--- config.mk ---
export PLATFORM = sky130hd
export DESIGN_NAME = melody_sequencer
export DESIGN_NICKNAME = d
export VERILOG_FILES = /design/src/rtl/melody_pkg.sv /design/src/rtl/melody_sequencer_tick_gen.sv /design/src/rtl/melody_sequencer.sv
export SDC_FILE = /design/constraint.sdc
export NUM_CORES = 1
export LEC_CHECK = 0
export CAP_MARGIN = 15
export CORE_UTILIZATION = 34
export DETAILED_ROUTE_END_ITERATION = 10
export MAX_ROUTING_LAYER = met4
export PLACE_DENSITY = 0.46
export SETUP_SLACK_MARGIN = 0.05
export SYNTH_ARGS = -nofsm -noshare
export SYNTH_HDL_FRONTEND = slang
export SYNTH_SLANG_ARGS = --single-unit
export TNS_END_PERCENT = 5
--- constraint.sdc ---
create_clock -name clk -period 5.29 [get_ports clk]
set_input_delay 0.7935 -clock clk [delete_from_list [all_inputs] [get_ports clk]]
set_output_delay 0.7935 -clock clk [all_outputs]
set_load 0.01 [all_outputs]
--- src/rtl/melody_pkg.sv ---
// Shared types and constants for the melody sequencer: FSM state encoding and table entry layout.
package melody_pkg;

    localparam int NOTE_W = 6;
    localparam int DUR_W  = 10;

    localparam logic [NOTE_W-1:0] NOTE_REST = '0;

    typedef enum logic [2:0] {
        IDLE,
        FETCH,
        PLAY,
        GAP,
        ADVANCE,
        DONE
    } seq_state_e;

    typedef struct packed {
        logic [NOTE_W-1:0] note;
        logic [DUR_W-1:0]  dur;
    } melody_entry_t;

endpackage

--- src/rtl/melody_sequencer_tick_gen.sv ---
// Duration-tick prescaler: one-cycle tick every TICK_DIV clocks, restartable by a synchronous clear.
module tick_gen #(
    parameter int TICK_DIV = 100000
) (
    input  logic clk,
    input  logic rst,
    input  logic clear_i,
    output logic tick_o
);

    localparam int CW = (TICK_DIV > 1) ? $clog2(TICK_DIV) : 1;
    localparam logic [CW-1:0] CNT_LAST = CW'(TICK_DIV - 1);

    logic [CW-1:0] cnt_q, cnt_d;

    always_comb begin
        cnt_d = cnt_q + CW'(1);
        if (clear_i || (cnt_q == CNT_LAST)) begin
            cnt_d = '0;
        end
    end

    always_ff @(posedge clk or posedge rst) begin
        if (rst) begin
            cnt_q <= '0;
        end else begin
            cnt_q <= cnt_d;
        end
    end

    assign tick_o = (cnt_q == CNT_LAST);

endmodule

--- src/rtl/melody_sequencer.sv ---
// Melody table player feeding the DAC SPI master with note code and note-enable.
// Define SEQ_LOOP_EN to replay the table continuously until stop instead of a single pass.
module melody_sequencer
    import melody_pkg::*;
#(
    parameter int TICK_DIV  = 100000,
    parameter int GAP_TICKS = 20,
    parameter int DEPTH     = 64
) (
    input  logic              clk,
    input  logic              rst,
    input  logic              start,
    input  logic              stop,
    input  logic [6:0]        melody_len,
    input  logic              prog_we,
    input  logic [5:0]        prog_addr,
    input  logic [15:0]       prog_data,
    output logic [NOTE_W-1:0] note_state,
    output logic              button_action,
    output logic [5:0]        note_idx,
    output logic              busy,
    output logic              done
);

    localparam int AW = (DEPTH > 1) ? $clog2(DEPTH) : 1;

    seq_state_e        state_q, state_d;
    logic [5:0]        idx_q, idx_d;
    logic [6:0]        len_q, len_d;
    logic [DUR_W-1:0]  dur_q, dur_d;
    logic [NOTE_W-1:0] note_state_q, note_state_d;
    logic              button_action_q;
    logic              busy_q;
    logic              done_q, done_d;

    melody_entry_t     mem_q [DEPTH];
    melody_entry_t     rd_q;
    logic [AW-1:0]     rd_addr;
    logic              we_ok;
    logic              is_last;
    logic              tick;
    logic              clr;

    tick_gen #(
        .TICK_DIV (TICK_DIV)
    ) u_tick_gen (
        .clk     (clk),
        .rst     (rst),
        .clear_i (clr),
        .tick_o  (tick)
    );

    assign we_ok   = prog_we && (state_q == IDLE);
    assign rd_addr = idx_d[AW-1:0];
    assign is_last = ({1'b0, idx_q} == (len_q - 7'd1));

    // Write-first RAM: a write landing on the address being fetched is forwarded to the read register.
    always_ff @(posedge clk) begin
        if (we_ok) begin
            mem_q[prog_addr[AW-1:0]] <= melody_entry_t'(prog_data);
        end
        if (we_ok && (prog_addr[AW-1:0] == rd_addr)) begin
            rd_q <= melody_entry_t'(prog_data);
        end else begin
            rd_q <= mem_q[rd_addr];
        end
    end

    always_comb begin
        state_d      = state_q;
        idx_d        = idx_q;
        len_d        = len_q;
        dur_d        = dur_q;
        note_state_d = note_state_q;
        done_d       = 1'b0;
        clr          = 1'b0;

        case (state_q)
            IDLE: begin
                if (start && !stop) begin
                    if (melody_len != 7'd0) begin
                        state_d = FETCH;
                        idx_d   = '0;
                        len_d   = melody_len;
                    end else begin
                        done_d = 1'b1;
                    end
                end
            end
            FETCH: begin
                if (rd_q.dur == '0) begin
                    state_d = ADVANCE;
                end else begin
                    state_d      = PLAY;
                    dur_d        = rd_q.dur;
                    note_state_d = rd_q.note;
                    clr          = 1'b1;
                end
            end
            PLAY: begin
                if (tick) begin
                    if (dur_q == DUR_W'(1)) begin
                        if (GAP_TICKS == 0) begin
                            state_d = ADVANCE;
                        end else begin
                            state_d = GAP;
                            dur_d   = DUR_W'(GAP_TICKS);
                            clr     = 1'b1;
                        end
                    end else begin
                        dur_d = dur_q - DUR_W'(1);
                    end
                end
            end
            GAP: begin
                if (tick) begin
                    if (dur_q == DUR_W'(1)) begin
                        state_d = ADVANCE;
                    end else begin
                        dur_d = dur_q - DUR_W'(1);
                    end
                end
            end
            ADVANCE: begin
                if (is_last) begin
`ifdef SEQ_LOOP_EN
                    state_d = FETCH;
                    idx_d   = '0;
`else
                    state_d = DONE;
`endif
                end else begin
                    state_d = FETCH;
                    idx_d   = idx_q + 6'd1;
                end
            end
            DONE: begin
                state_d = IDLE;
            end
            default: begin
                state_d = IDLE;
            end
        endcase

        if (stop && (state_q != IDLE)) begin
            state_d = IDLE;
        end
        if (state_d == IDLE) begin
            idx_d = '0;
        end
        if (state_d != PLAY) begin
            note_state_d = NOTE_REST;
        end
        if (state_d == DONE) begin
            done_d = 1'b1;
        end
    end

    // Outputs are registered from the next state so they change together with the state itself.
    always_ff @(posedge clk or posedge rst) begin
        if (rst) begin
            state_q         <= IDLE;
            idx_q           <= '0;
            len_q           <= '0;
            dur_q           <= '0;
            note_state_q    <= NOTE_REST;
            button_action_q <= 1'b0;
            busy_q          <= 1'b0;
            done_q          <= 1'b0;
        end else begin
            state_q         <= state_d;
            idx_q           <= idx_d;
            len_q           <= len_d;
            dur_q           <= dur_d;
            note_state_q    <= note_state_d;
            button_action_q <= (note_state_d != NOTE_REST);
            busy_q          <= (state_d != IDLE);
            done_q          <= done_d;
        end
    end

    assign note_state    = note_state_q;
    assign button_action = button_action_q;
    assign note_idx      = idx_q;
    assign busy          = busy_q;
    assign done          = done_q;

endmodule

Word level (Yosys, flattened, before mapping)
Memories as Yosys holds them, arrays and structs flattened. A register that Yosys moved wholly into a read port is not among the register bits.
Index checks and enable logic that the tools add are counted.
{"block": "classes", "mux": 35, "addsub": 4, "n_reduce_logical": 15, "n_eq_ne": 13}
{"cell": "10-bit two-way mux", "count": 5}
{"cell": "6-bit two-way mux", "count": 7}
{"cell": "10-bit one-hot mux with 3 select lines", "count": 1}
{"cell": "3-bit two-way mux", "count": 9}
{"cell": "17-bit by 1-bit adder with 17-bit output (second input constant)", "count": 1}
{"cell": "17-bit == test (second input constant)", "count": 1}
{"cell": "17-bit two-way mux", "count": 1}
{"cell": "3-bit one-hot mux with 5 select lines", "count": 1}
{"cell": "6-bit one-hot mux with 2 select lines", "count": 1}
{"cell": "10-bit by 1-bit == test with 1-bit output (second input constant)", "count": 1}
{"cell": "10-bit zero test", "count": 1}
{"cell": "10-bit by 1-bit subtractor with 10-bit output (second input constant)", "count": 1}
{"cell": "1-bit two-way mux", "count": 9}
{"cell": "3-bit nonzero test", "count": 3}
{"cell": "2-bit inequality test (second input constant)", "count": 4}
{"cell": "6-bit by 7-bit == test with 1-bit output", "count": 1}
{"cell": "7-bit nonzero test", "count": 1}
{"cell": "7-bit by 1-bit subtractor with 7-bit output (second input constant)", "count": 1}
{"cell": "6-bit by 1-bit adder with 6-bit output (second input constant)", "count": 1}
{"cell": "3-bit by 2-bit == test with 1-bit output (second input constant)", "count": 2}
{"cell": "3-bit == test (second input constant)", "count": 2}
{"cell": "3-bit zero test", "count": 2}
{"cell": "6-bit nonzero test", "count": 1}
{"cell": "5-bit AND reduction", "count": 1}
{"cell": "7 further kinds", "count": 9}
{"block": "word_totals", "out_inout_bits": 15, "word_cells": 77, "n_memories": 1, "ramBits": 1024, "input_bits": 34, "reg_bits": 52}
{"name": "mem_q", "depth": 64, "width": 16, "read_ports": 1, "rd_clocked_by_memory_dff": 1, "write_ports": 1, "line_no": "melody_sequencer.sv:36", "rtl": "melody_entry_t mem_q [DEPTH];"}

Longest topological paths before layout
{"block": "logic_depth", "ltp_word": 8, "depth_mapped": 15, "mapped_depth_nobuf": 10}

Hierarchy
From an unflattened synthesis, not the netlist that was laid out.
{"block": "hier_totals", "cells_unflattened": 2084, "area_unflattened_um2": 42692.2}
{"module": "melody_sequencer", "seq_area_each_um2": 31745.4, "area_per_inst_um2": 41815.1, "n_inst": 1, "cells_per_inst": 1994}
{"module": "tick_gen", "seq_area_each_um2": 425.4, "area_per_inst_um2": 877.1, "n_inst": 1, "cells_per_inst": 90}

Worst setup path after synthesis
No wires, ideal clock.
{"block": "synth_timing", "path_kind": "register to register", "start": "register with a tool-made name", "end": "register button_action_q (netlist: button_action)", "required_ps": 5168, "arrival_ps": 3191, "period_less_slack_ps": 3312, "stages_incl_launch_ff": 12, "path_slack_ps": 1978, "setup_ps": 122, "n_path_buf": 5, "cell_sequence": "dfxtp_1 -> buf_4 -> buf_2 -> buf_4 -> buf_2 -> buf_1 -> mux4_2 -> mux4_2 -> mux4_2 -> nor2_1 -> nand2_1 -> a32o_1"}
{"element": "end signal: assignment", "line_no": "melody_sequencer.sv:176", "rtl": "button_action_q <= (note_state_d != NOTE_REST);"}
{"element": "end: declaration", "line_no": "melody_sequencer.sv:32", "rtl": "logic button_action_q;"}

==> impl_metrics.py <==
metrics = {
    "run_status": {
        "status": "finished clean",
    },
    "floorplan": {
        "core-area_mm2": 0.124,
        "chipWidth_um": 357,
        "die_area_mm2": 0.127,
        "rows": 129,
        "ios": 49,
        "initial_core_util_pct": 34.4,
        "die_h_um": 357,
    },
    "power": {
        "power_density_mw_per_mm2": 364,
        "peakVddDrop_mv": 0.256,
        "p_leak_uw": 0.0153,
    },
    "detailed_routing": {
        "via_per_inst": 5.36,
        "drt-initial-drc-count": 2125,
        "postRouteAntennaNets": 0,
        "wire_per_inst_um": 29.9,
        "drc": 0,
        "routed_wl_um": 119000,
        "drt-pass1-iter-count": 7,
        "num_vias": 21400,
    },
    "worst_setup_path": {
        "endpoint_kind": "flop",
        "worstPathArrival_ps": 5040,
        "cp.depth": 10,
        "crit_chain": "buf_4 -> mux4_2 -> a22oi_1 -> a21boi_0 -> nor4_1 -> nand4_1 -> nor4_4 -> a21oi_2 -> buf_12 -> a32o_1",
        "worstSetupPathType": "flop to flop",
        "critPathBufInv": 2,
        "crit_path_max_incr_delay_ps": 930,
        "ff2ff_path_depth": 10,
        "critPathRequiredTime_ps": 5860,
        "crit_path_top_delay_cell": "dfxtp_4",
        "cp_top_family": "simple AND/OR/NAND/NOR gates",
        "start_kind": "flop",
        "crit_fanout": 33,
    },
    "clocking": {
        "postCtsSetupRepairBufs": 0,
        "cts_root_buf": "clkbuf_16",
        "clkLatencyLatePin_ps": 720,
        "cts_buffer_depth": 3,
        "clkSinkCount": 1082,
        "cts_tree": "yes",
        "cts_resized": 0,
        "cts_made_buffers": 115,
        "cts.htree.levels": 3,
        "clkTransAtPathRegs_ps": 60,
        "cts_hold_buf": 0,
    },
    "finish": {
        "finalNonFillerCells": 3988,
        "area_growth_pct": 15.8,
        "fill_cells": 11100,
        "drive_gt1_share_pct": 28.7,
        "num-nets-final": 2293,
        "register_area_mm2": 0.0322,
        "multiInputGateArea_mm2": 0.0100,
    },
    "sta": {
        "setup_viol_count_final": 0,
        "min_period_ps": 4460,
        "slew_headroom_pct": 21.4,
        "finalMaxSlewViolations": 0,
        "worstMarginPinSlew_ps": 1180,
        "clock_skew_ps": 30.0,
        "min_period_over_period_pct": 84.4,
        "rsz0062_at_grt": "false",
        "fin_tns_setup_ps": 0,
        "max_freq_mhz": 224,
        "finalHoldViolCount": 0,
    },
    "synthesis": {
        "syn_nets": 2089,
        "synth.mux.area_fraction_pct": 15.9,
        "yosysMostFrequentCell": "edfxtp_1",
        "yosysUniqueCellTypes": 79,
        "yosysWarningCount": 0,
        "synth_area_leaders": "edfxtp_1 (72%), mux4_2 (14%), dfrtp_1 (3.0%)",
        "synth_xor_area_share_pct": 0.593,
        "ys_seq_area_share_pct": 75.2,
        "async_flop_share_pct": 4.81,
        "netlist_instances": 2050,
        "synth-edff-count": 1024,
        "synth_compound_area_share_pct": 2.79,
        "synth_fa_ha_area_share_pct": 0.146,
        "synth_top_flop_cell": "edfxtp_1",
        "synth_top_area_cell": "edfxtp_1",
        "ys_seq_elements": 1082,
        "yosysTopAreaCellShare_pct": 71.8,
        "synthesis.area_mm2": 0.0428,
        "synth_common_cells": "edfxtp_1 (1024), mux4_2 (263), nor2_1 (108)",
        "synth-simple-area-share_pct": 3.82,
        "synth_top_family_by_area": "multiplexers",
        "avgSynthCellArea_um2": 20.9,
    },
    "worst_hold_path": {
        "hold_depth": 1,
        "hold_path_class": "primary input to flop",
    },
    "global_routing": {
        "grt_pass1_wl_um": 169000,
        "antenna_found_initial": 8,
        "grtUsageTotal_pct": 19.5,
        "grt_max_degree": 65,
        "grt_pass1_vias": 21800,
        "grt-ovfl-total": 0,
    },
    "flow_run": {
        "cap_violations": 0,
    },
    "place": {
        "place_inst": 3771,
        "place_congestion": 0.870,
        "portBuffers": 48,
        "hpwl_um": 71700,
    },
}
==> where the power goes <==
| part | leakage, uW | switching (uW) | total [uW] | internal (uW) |
|---|---|---|---|---|
| combinational | 0.00362 | 372 | 567 | 196 |
| sequential | 0.00994 | 87.8 | 9560 | 9480 |
| clock | 0.00179 | 3370 | 7890 | 4520 |
| total | 0.0153 | 3830 | 18000 | 14200 |
==> metrics by stage <==
step                      setup WS (ps)  hold WS [ps]  instance area (um2)  util, %  total power (uW)
after global placement              839           494                45900     36.9             10300
after detailed placement            851           500                45900     36.9             10300
after CTS                           826           513                49500     39.8             18200
final                               825           448                49600     39.9             18000
after floorplan                    1980           473                42800        -             10000
after global routing                617           432                49600     39.9             18500
==> per-layer routing <==
layer | global-route usage (%) | vias up | wire length, um
met5 | - | - | 0
met4 | 4.01 | 0 | 2080
met3 | 2.91 | 145 | 6290
met2 | 30.8 | 661 | 58000
met1 | 26.7 | 11600 | 53000
li1 | - | 8981 | -
==> final timing paths <==
| path | startpoint | end | slack (ps) |
|---|---|---|---|
| setup reg to reg | flop | note_state[0] | 830 |
| hold reg to reg | u_tick_gen.cnt_q[0] | u_tick_gen.cnt_q[0] | 510 |
| max in group asynchronous | rst | u_tick_gen.cnt_q[5] | 4230 |
| min in group asynchronous | rst | dur_q[7] | 610 |
| setup / recovery | flop | note_state[0] | 830 |
| hold / removal | prog_data[0] | mem_q[14][0] | 450 |
==> sequential cells by signal (all words and copies together) (netlist names), named ones only <==
signal and count:
u_tick_gen.cnt_q 17, busy 1, dur_q 10, button_action 1
note_idx 6, done 1, state_q 3, len_q 7
note_state 6, mem_q 1024
==> cells in the final DEF (no fill, tap or decap), types with 23 or more instances in the layout <==
master	n
a22oi_1	25
buf_4	125
clkbuf_1	25
clkbuf_16	117
clkdlybuf4s50_1	32
clkinv_1	27
clkinv_2	23
dfrtp_1	52
edfxtp_1	1024
mux2i_1	60
mux4_2	263
nand2_1	66
nor2_1	69
nor2_2	36
nor2b_1	24
==> worst reg2reg max path, delay by kind of cell, from the launching register on <==
kind	cells	cell delay, ps
compound gates	4	960
buf+inv	2	710
flops	1	930
mux	1	540
simple gates	3	1210
==> kinds of logic after synthesis <==
family                   count (synthesis)
AO/OA/AOI/OAI                          151
flip-flops                            1082
buffers and inverters                  114
adder cells (fa/ha/maj)                  5
multiplexers                           346
XOR/XNOR                                29
AND/OR/NAND/NOR                        323
==> layout make-up <==
| type | count | share of cell area (%) |
|---|---|---|
| Antenna cell | 2 | 0.0101 |
| Clock buffer | 142 | 6.10 |
| Clock inverter | 70 | 1.25 |
| Inverter | 14 | 0.106 |
| Multi-Input combinational cell | 854 | 20.3 |
| Sequential cell | 1082 | 64.9 |
| Tap cell | 1637 | 4.13 |
| Timing Repair Buffer | 187 | 3.22 |
No activity file was read; power rests on OpenSTA's default activity.
==> RTL change (config.mk and constraints unchanged) <==
The 6 states of `seq_state_e` get a one-hot encoding in 6 bits.
--- a/src/rtl/melody_pkg.sv
+++ b/src/rtl/melody_pkg.sv
@@ -8,9 +8,9 @@
 
-    typedef enum logic [2:0] {
-        IDLE,
-        FETCH,
-        PLAY,
-        GAP,
-        ADVANCE,
-        DONE
+    typedef enum logic [5:0] {
+        IDLE    = 6'b000001,
+        FETCH   = 6'b000010,
+        PLAY    = 6'b000100,
+        GAP     = 6'b001000,
+        ADVANCE = 6'b010000,
+        DONE    = 6'b100000
     } seq_state_e;
Formal check against the unedited RTL: no difference found for any inputs over 4 cycles, from zero or initial values and one cycle with rst high; so few cycles prove little.
==> RTL change against the original RTL <==
- the run now ends with DRC left
- die area down 0.40%
- area after synthesis decreased by 0.40%
- combinational power rose by 29%
- clock skew is 0.010 ns higher
- routed wire length is 0.97% higher
- sequential cell count is 3 higher
- power grew 0.17%
- setup slack got worse by 0.26 ns
- global-route usage rose by 0.21 points
- cell area down 0.34%
- critical path type unchanged
- critical endpoint is now u_tick_gen.cnt_q[2]
==> RTL change: results (changes against the original RTL) <==
The run finished, with violations left. The checks that failed: DRC. The normalized max-slew margin is 0.188 (-0.0257). The worst stage delay on the critical path is 0.77 ns (-0.16 ns). The leakage power is 15.3 nW (-0.28%). Counting instances in the post-synthesis netlist gives the leading cell types as edfxtp_1 (1024), mux4_2 (233), nor2_1 (114), mux2i_1 (111), nand2_1 (66). The met1 layer wirelength in the final routing came out at 52500 um (-0.94%). The mean instance size in the synthesized netlist is 20.1 um2 (-3.9%). The DRC violations left came to 8 (+8).

The net count of the mapped netlist came out at 2164 (+3.6%). The post-synthesis sequential area ratio came out at 0.756 (+0.00479). The total CTS buffers came out at 113 (-1.7%). The filler cell count came to 11100 (+0.21%). The first-pass GRT wire length is 170000 um (+0.55%). The wire length per cell after detailed routing is 29.6 um (-1.1%). The share of layout cells above drive strength 1 came to 0.260 (-0.0268). The initial DRC count is 2133 (+0.38%). The initial antenna violation count is 5 (-3). The via density per instance is 5.33 (-0.70%).

The start point of the worst min-delay path is prog_data[6]. The worst-case vdd ir drop came out at 0.253 mV (-1.3%). The last weighted congestion value of the routability-driven placer came to 0.929 (+6.8%). The clock skew is 0.0402 ns (+0.0102 ns).

The maximum fanout encountered on the critical timing path is 28 (-15%). The aggregate global-route resource usage is 0.197 (+0.00212). Grouping stages by cell kind, the critical path spends the most delay in compound AO/OA/AOI/OAI gates. The total number of nets in the final design came out at 2370 (+3.4%). The number of optimization iterations in the first detailed-route pass came to 11 (+4). The worst slack at placement is 0.637 ns (-0.214 ns).
-- RTL change: worst min-delay path by stage --
stage                                      to  slack (ns)
after global placement    u_tick_gen.cnt_q[0]        0.47
after detailed placement  u_tick_gen.cnt_q[0]        0.48
after CTS                 u_tick_gen.cnt_q[0]        0.49
final                            mem_q[52][6]        0.46
after global routing             mem_q[53][6]        0.43
after floorplan           u_tick_gen.cnt_q[0]        0.45
-- RTL change: area by class of cell --
type	count	area [um2]	share of cell area
well taps	1637	2050	0.0415
diodes	5	12.5	0.000253
flip-flops and latches	1085	32300	0.653
clock inverters	71	556	0.0112
multi-input cells	918	9860	0.200
repair buffers	197	1650	0.0333
inverters	16	60.1	0.00122
clock buffers	143	2960	0.0599
-- RTL change: report_power, final --
| part | internal [mW] | total (mW) | switching (mW) |
|---|---|---|---|
| clock | 4.30 | 7.65 | 3.35 |
| combinational | 0.247 | 0.734 | 0.487 |
| sequential | 9.55 | 9.67 | 0.119 |
-- RTL change: stage by stage --
stage	power (mW)	instance area [um2]
6_report	18.1	49400
5_1_grt	18.6	49400
4_1_cts	18.2	49300
3_5_place_dp	10.6	45800
3_3_place_gp	10.5	45800
2_1_floorplan	10.2	42600
-- RTL change: kinds of logic after synthesis --
logic type                 synth area share
DFF                                   0.756
adders and majority gates           0.00147
buffers and inverters                0.0146
xor gates and xnor gates            0.00493
and+or+nand+nor                      0.0361
AOI/OAI and AO/OA                    0.0333
muxes                                 0.153
-- RTL change: layer usage --
metal | global-route usage | vias to the layer above
met2 | 0.311 | 640
met3 | 0.0366 | 172
met4 | 0.0502 | 0
met1 | 0.261 | 11700
met5 | - | -
li1 | - | 9209
